$ cat src/rtl/digit_scan_mux.sv
// Time-multiplexed scanner for a common-anode multi-digit 7-segment display.
// Value updates are staged and committed only at the frame boundary to avoid tearing.
module digit_scan_mux #(
  parameter int NDIG  = 4,
  parameter int DIV   = 50000,
  parameter int DIV_W = 16
) (
  input  logic              clk,
  input  logic              rst_n,
  input  logic [4*NDIG-1:0] value,
  input  logic              load,
  input  logic              blank_lz,
  output logic [3:0]        digit,
  output logic [NDIG-1:0]   an,
  output logic              frame,
  output logic              pending
);

  localparam int IDX_W = $clog2(NDIG);
  localparam logic [DIV_W-1:0] CNT_MAX = DIV_W'(DIV - 1);
  localparam logic [IDX_W-1:0] IDX_MAX = IDX_W'(NDIG - 1);

  logic [DIV_W-1:0]  r_cnt;
  logic [IDX_W-1:0]  r_idx;
  logic [4*NDIG-1:0] r_shadow;
  logic [4*NDIG-1:0] r_pend_val;
  logic              r_pending;
  logic [3:0]        r_digit;
  logic [NDIG-1:0]   r_an;
  logic              r_frame;

  logic              w_tick;
  logic              w_wrap;
  logic [IDX_W-1:0]  w_idx_next;
  logic [4*NDIG-1:0] w_shadow_next;
  logic [NDIG-1:0]   w_nib_zero;
  logic [NDIG-1:0]   w_hi_zero;
  logic [3:0]        w_digit_next;
  logic [NDIG-1:0]   w_an_next;

  always_comb begin
    w_tick     = (r_cnt == CNT_MAX);
    w_wrap     = w_tick && (r_idx == IDX_MAX);
    w_idx_next = (r_idx == IDX_MAX) ? '0 : r_idx + IDX_W'(1);
  end

  // A load in the wrap cycle itself is newer than anything pending, so it wins.
  always_comb begin
    w_shadow_next = r_shadow;
    if (w_wrap) begin
      if (load) begin
        w_shadow_next = value;
      end else if (r_pending) begin
        w_shadow_next = r_pend_val;
      end
    end
  end

  // w_hi_zero[n]: nibbles n..NDIG-1 of the value about to be shown are all zero.
  for (genvar g = 0; g < NDIG; g++) begin : g_zero
    assign w_nib_zero[g] = (w_shadow_next[4*g +: 4] == 4'h0);
    assign w_hi_zero[g]  = &w_nib_zero[NDIG-1:g];
  end

  always_comb begin
    w_digit_next = '0;
    w_an_next    = '1;
    for (int n = 0; n < NDIG; n++) begin
      if (w_idx_next == IDX_W'(n)) begin
        w_digit_next = w_shadow_next[4*n +: 4];
        if (!(blank_lz && (n != 0) && w_hi_zero[n])) begin
          w_an_next[n] = 1'b0;
        end
      end
    end
  end

  always_ff @(posedge clk or negedge rst_n) begin
    if (!rst_n) begin
      r_cnt <= '0;
      r_idx <= IDX_MAX;
    end else if (w_tick) begin
      r_cnt <= '0;
      r_idx <= w_idx_next;
    end else begin
      r_cnt <= r_cnt + DIV_W'(1);
    end
  end

  always_ff @(posedge clk or negedge rst_n) begin
    if (!rst_n) begin
      r_shadow   <= '0;
      r_pend_val <= '0;
      r_pending  <= 1'b0;
    end else begin
      r_shadow <= w_shadow_next;
      if (load) begin
        r_pend_val <= value;
      end
      if (w_wrap) begin
        r_pending <= 1'b0;
      end else if (load) begin
        r_pending <= 1'b1;
      end
    end
  end

  always_ff @(posedge clk or negedge rst_n) begin
    if (!rst_n) begin
      r_digit <= '0;
      r_an    <= '1;
      r_frame <= 1'b0;
    end else if (w_tick) begin
      r_digit <= w_digit_next;
      r_an    <= w_an_next;
      r_frame <= (w_idx_next == '0);
    end else begin
      r_frame <= 1'b0;
    end
  end

  assign digit   = r_digit;
  assign an      = r_an;
  assign frame   = r_frame;
  assign pending = r_pending;

endmodule

$ cat config.mk
export PLATFORM = sky130hd
export DESIGN_NAME = digit_scan_mux
export DESIGN_NICKNAME = d
export VERILOG_FILES = /design/src/rtl/digit_scan_mux.sv
export SDC_FILE = /design/constraint.sdc
export NUM_CORES = 1
export LEC_CHECK = 0
export ABC_CLOCK_PERIOD_IN_PS = 3400
export BUFFER_PORTS_ARGS = -buffer_cell sky130_fd_sc_hd__buf_2
export CAP_MARGIN = 10
export CELL_PAD_IN_SITES_DETAIL_PLACEMENT = 1
export CELL_PAD_IN_SITES_GLOBAL_PLACEMENT = 2
export CORE_MARGIN = 4
export CORE_UTILIZATION = 39
export DETAILED_ROUTE_END_ITERATION = 10
export HOLD_SLACK_MARGIN = 0.02
export PLACE_DENSITY = 0.9
export SLEW_MARGIN = 5
export SYNTH_ARGS = -nofsm -noshare
export SYNTH_HDL_FRONTEND = slang
export SYNTH_SLANG_ARGS = --single-unit
$ cat constraint.sdc
create_clock -name clk -period 3.4 [get_ports clk]
set_input_delay 0.51 -clock clk [delete_from_list [all_inputs] [get_ports clk]]
set_output_delay 0.51 -clock clk [all_outputs]
set_load 0.01 [all_outputs]
==> impl_metrics.toml <==
[yosys]
synth-seq-cells = 60
syn_nets = 277
synth.avg_cell_area_um2 = 11.3
synthCells = 251
async_flop_share = 1.00
seq_area_frac_synth = 0.531
synth-edff-count = 0
synthFlopType = "dfrtp_1"
synth_area_um2 = 2840
ys_warn_count = 0
ys_types = 50

[final_layout]
drive_gt1_frac = 0.264
final_util = 0.475
area_delta_synth_final_pct = 16.1
nets = 313
antenna_cells = 0
final_area_um2 = 3300

[floorplanning]
coreArea_um2 = 6940
die_area_um2 = 8720
io_pins = 30
start_util = 0.409
die_width_um = 93.4
rows = 30
die_h_um = 93.4

[clock_tree]
clock_path_buffers = 2
clkSlewWorstSetupHoldPaths_ns = 0.07
post_cts.repair.setup_buffers = 0
clock_latency_ns = 0.35
cts_hold_buf = 0
post_cts_resized = 0
htreeDepth = 3
cts_root_buf = "clkbuf_8"
numCtsBuffers = 9
clock_sinks = 60
cts_tree = "done"

[sta]
fin_tns_setup_ns = 0
slew_headroom = 0.329
setup_viol = 0
fin_crit_sh = 0.910
hold_viol_final = 0
worst_slew_pin_slew_ns = 1.01
rsz0062_at_grt = "no"
setup_ws_ns = 0.308
finClkSkew_ns = 0.00586
min_period_ns = 3.09
hold_ws_ns = 0.327
drv_slew = 0
fmax_mhz = 323

[placed_design]
io_buffers = 29
dp_slack_ns = 0.295
placed_cell_area_um2 = 3090
hpwl_um = 4960
gp_congestion = 0.784

[detailed_routing]
vias = 2077
drc = 0
wl_per_cell_um = 17.4
vias_per_cell = 5.35
drt_wl_total_um = 6740
dr.pass1.iters = 4
antenna_left = 0
drt_iter0_drc = 55

[global_route]
grt_max_degree = 45
antenna_found_initial = 0
grt_pass1_vias = 2218
overflow = 0
global_route.usage.total = 0.169
grt_pass1_wl_um = 11200

[setup_path]
cp_top_family = "simple AND/OR/NAND/NOR gates"
cp-start-kind = "flip-flop"
critPathMaxStageDelay_ns = 0.69
cp_max_fo = 12
worst-path-buf-inv = 0
worstPathCellList = "or4b_1 > or4_4 > nor2_8 > mux2_1 > a22o_1 > or3b_1"
cp_slowest_cell = "or4_4"
critPathRequiredTime_ns = 3.63
crit_type = "flip-flop to flip-flop"
crit_arrival_ns = 3.32
end_kind = "flip-flop"

[power_and_ir_drop]
p_per_area_nw_per_um2 = 463
vdd_drop_max_mv = 0.245
p_leak_nw = 1.60

[job]
maxCapViolations = 0

[run_status]
status = "complete, no violations"

[hold_path]
hp-class = "input pin to asynchronous set/reset pin"
==> area by class of cell <==
cell class                      count  area, µm²
Clock buffer                        9        124
Sequential cell                    60       1510
Timing Repair Buffer               31        160
Inverter                            9       33.8
Clock inverter                      7       91.3
Multi-Input combinational cell    176       1260
Tap cell                           96        120
Fill cell                         755       3640
==> flip-flops by register name (all words and copies together) (netlist names) <==
signal      cells
an              4
r_shadow       16
r_cnt          16
frame           1
r_pend_val     16
r_idx           2
digit           4
pending         1
==> where the power goes <==
part	leakage (nW)	total [mW]	switching (mW)	internal, mW
combinational	0.736	0.0789	0.0456	0.0333
clock	0.109	0.706	0.297	0.409
sequential	0.755	0.744	0.00776	0.736
==> stage by stage <==
step	power (mW)	cells
2_1_floorplan	0.797	251
3_3_place_gp	0.834	372
3_5_place_dp	0.838	372
4_1_cts	1.55	388
5_1_grt	1.59	388
6_report	1.53	388
==> cell usage in the layout, fill, tap and decap left out, types with 2 or more instances in the layout <==
| cell type | count |
|---|---|
| dfrtp_1 | 54 |
| buf_2 | 29 |
| nor2_1 | 22 |
| nand2_1 | 18 |
| mux2_2 | 13 |
| nand3_1 | 11 |
| inv_1 | 9 |
| xor2_1 | 9 |
| clkbuf_8 | 9 |
| nor3_1 | 7 |
| mux2_1 | 7 |
| a21oi_1 | 7 |
| ha_1 | 6 |
| dfstp_2 | 6 |
| a22oi_1 | 5 |
| and2_1 | 5 |
| and3_1 | 5 |
| o21ai_0 | 5 |
| mux2i_1 | 4 |
| o22a_1 | 4 |
| xnor2_1 | 4 |
| o21ai_1 | 4 |
| nor4_1 | 4 |
| a21o_1 | 3 |
| clkinv_2 | 3 |
| nand4b_1 | 2 |
| o21ai_2 | 2 |
| nor2b_1 | 2 |
| nor4_4 | 2 |
| or3_1 | 2 |
| a31oi_1 | 2 |
| o211ai_1 | 2 |
| a22o_1 | 2 |
| bufinv_16 | 2 |
| buf_4 | 2 |
==> cells in the mapped netlist (2+ instances only) <==
cell type  instances  area, µm²
dfrtp_1           54       1350
nor2_1            22       82.6
nand2_1           18       67.6
mux2_2            13        146
nand3_1           11       55.1
inv_1              9       33.8
xor2_1             9       78.8
a21oi_1            7       35.0
mux2_1             7       78.8
nor3_1             7       35.0
dfstp_2            6        158
ha_1               6       75.1
a22oi_1            5       37.5
and2_1             5       31.3
and3_1             5       31.3
o21ai_0            5       25.0
mux2i_1            4       40.0
nor4_1             4       25.0
o21ai_1            4       20.0
o22a_1             4       35.0
xnor2_1            4       35.0
a21o_1             3       22.5
a22o_1             2       17.5
a31oi_1            2       12.5
buf_1              2       7.51
buf_6              2       22.5
clkbuf_1           2       7.51
nand4b_1           2       17.5
nor2b_1            2       12.5
nor4_4             2       42.5
o211ai_1           2       15.0
o21ai_2            2       17.5
or3_1              2       12.5
==> worst paths after layout <==
check / start / endpoint / slack (ns) / depth (start not counted)
worst max-delay path: r_cnt[11]$_DFF_PN0_ / digit[3]$_DFFE_PN0N_ / 0.31 / 6
worst min-delay path: rst_n / r_pend_val[10]$_DFFE_PN0P_ / 0.33 / 1
worst max register to register: r_cnt[11]$_DFF_PN0_ / digit[3]$_DFFE_PN0N_ / 0.31 / 6
worst min register to register: r_cnt[0]$_DFF_PN0_ / r_cnt[0]$_DFF_PN0_ / 0.49 / 1
max in group asynchronous: rst_n / an[1]$_DFFE_PN1N_ / 2.20 / 2
min in group clk: value[10] / r_pend_val[10]$_DFFE_PN0P_ / 0.37 / 2
==> kinds of logic after synthesis <==
family / share of synthesized area
AOI/OAI and AO/OA: 0.0995
and+or+nand+nor: 0.185
buffers and inverters: 0.0251
xor gates and xnor gates: 0.0401
adders and majority gates: 0.0264
muxes: 0.0933
DFF: 0.531
==> worst register-to-register path, stage by stage, from the launching register on <==
cell	delay, ns
dfrtp_1	0.43
or4b_1	0.67
or4_4	0.69
nor2_8	0.23
mux2_1	0.37
a22o_1	0.21
or3b_1	0.38
==> metal layers <==
layer,part of all wire,up-vias,global-route usage
met5,0,-,0
met4,0.020,0,0.0769
met3,0.033,15,0.0330
met2,0.50,34,0.283
met1,0.45,1055,0.209
li1,-,973,-
Power figures use the tool's default switching activity.
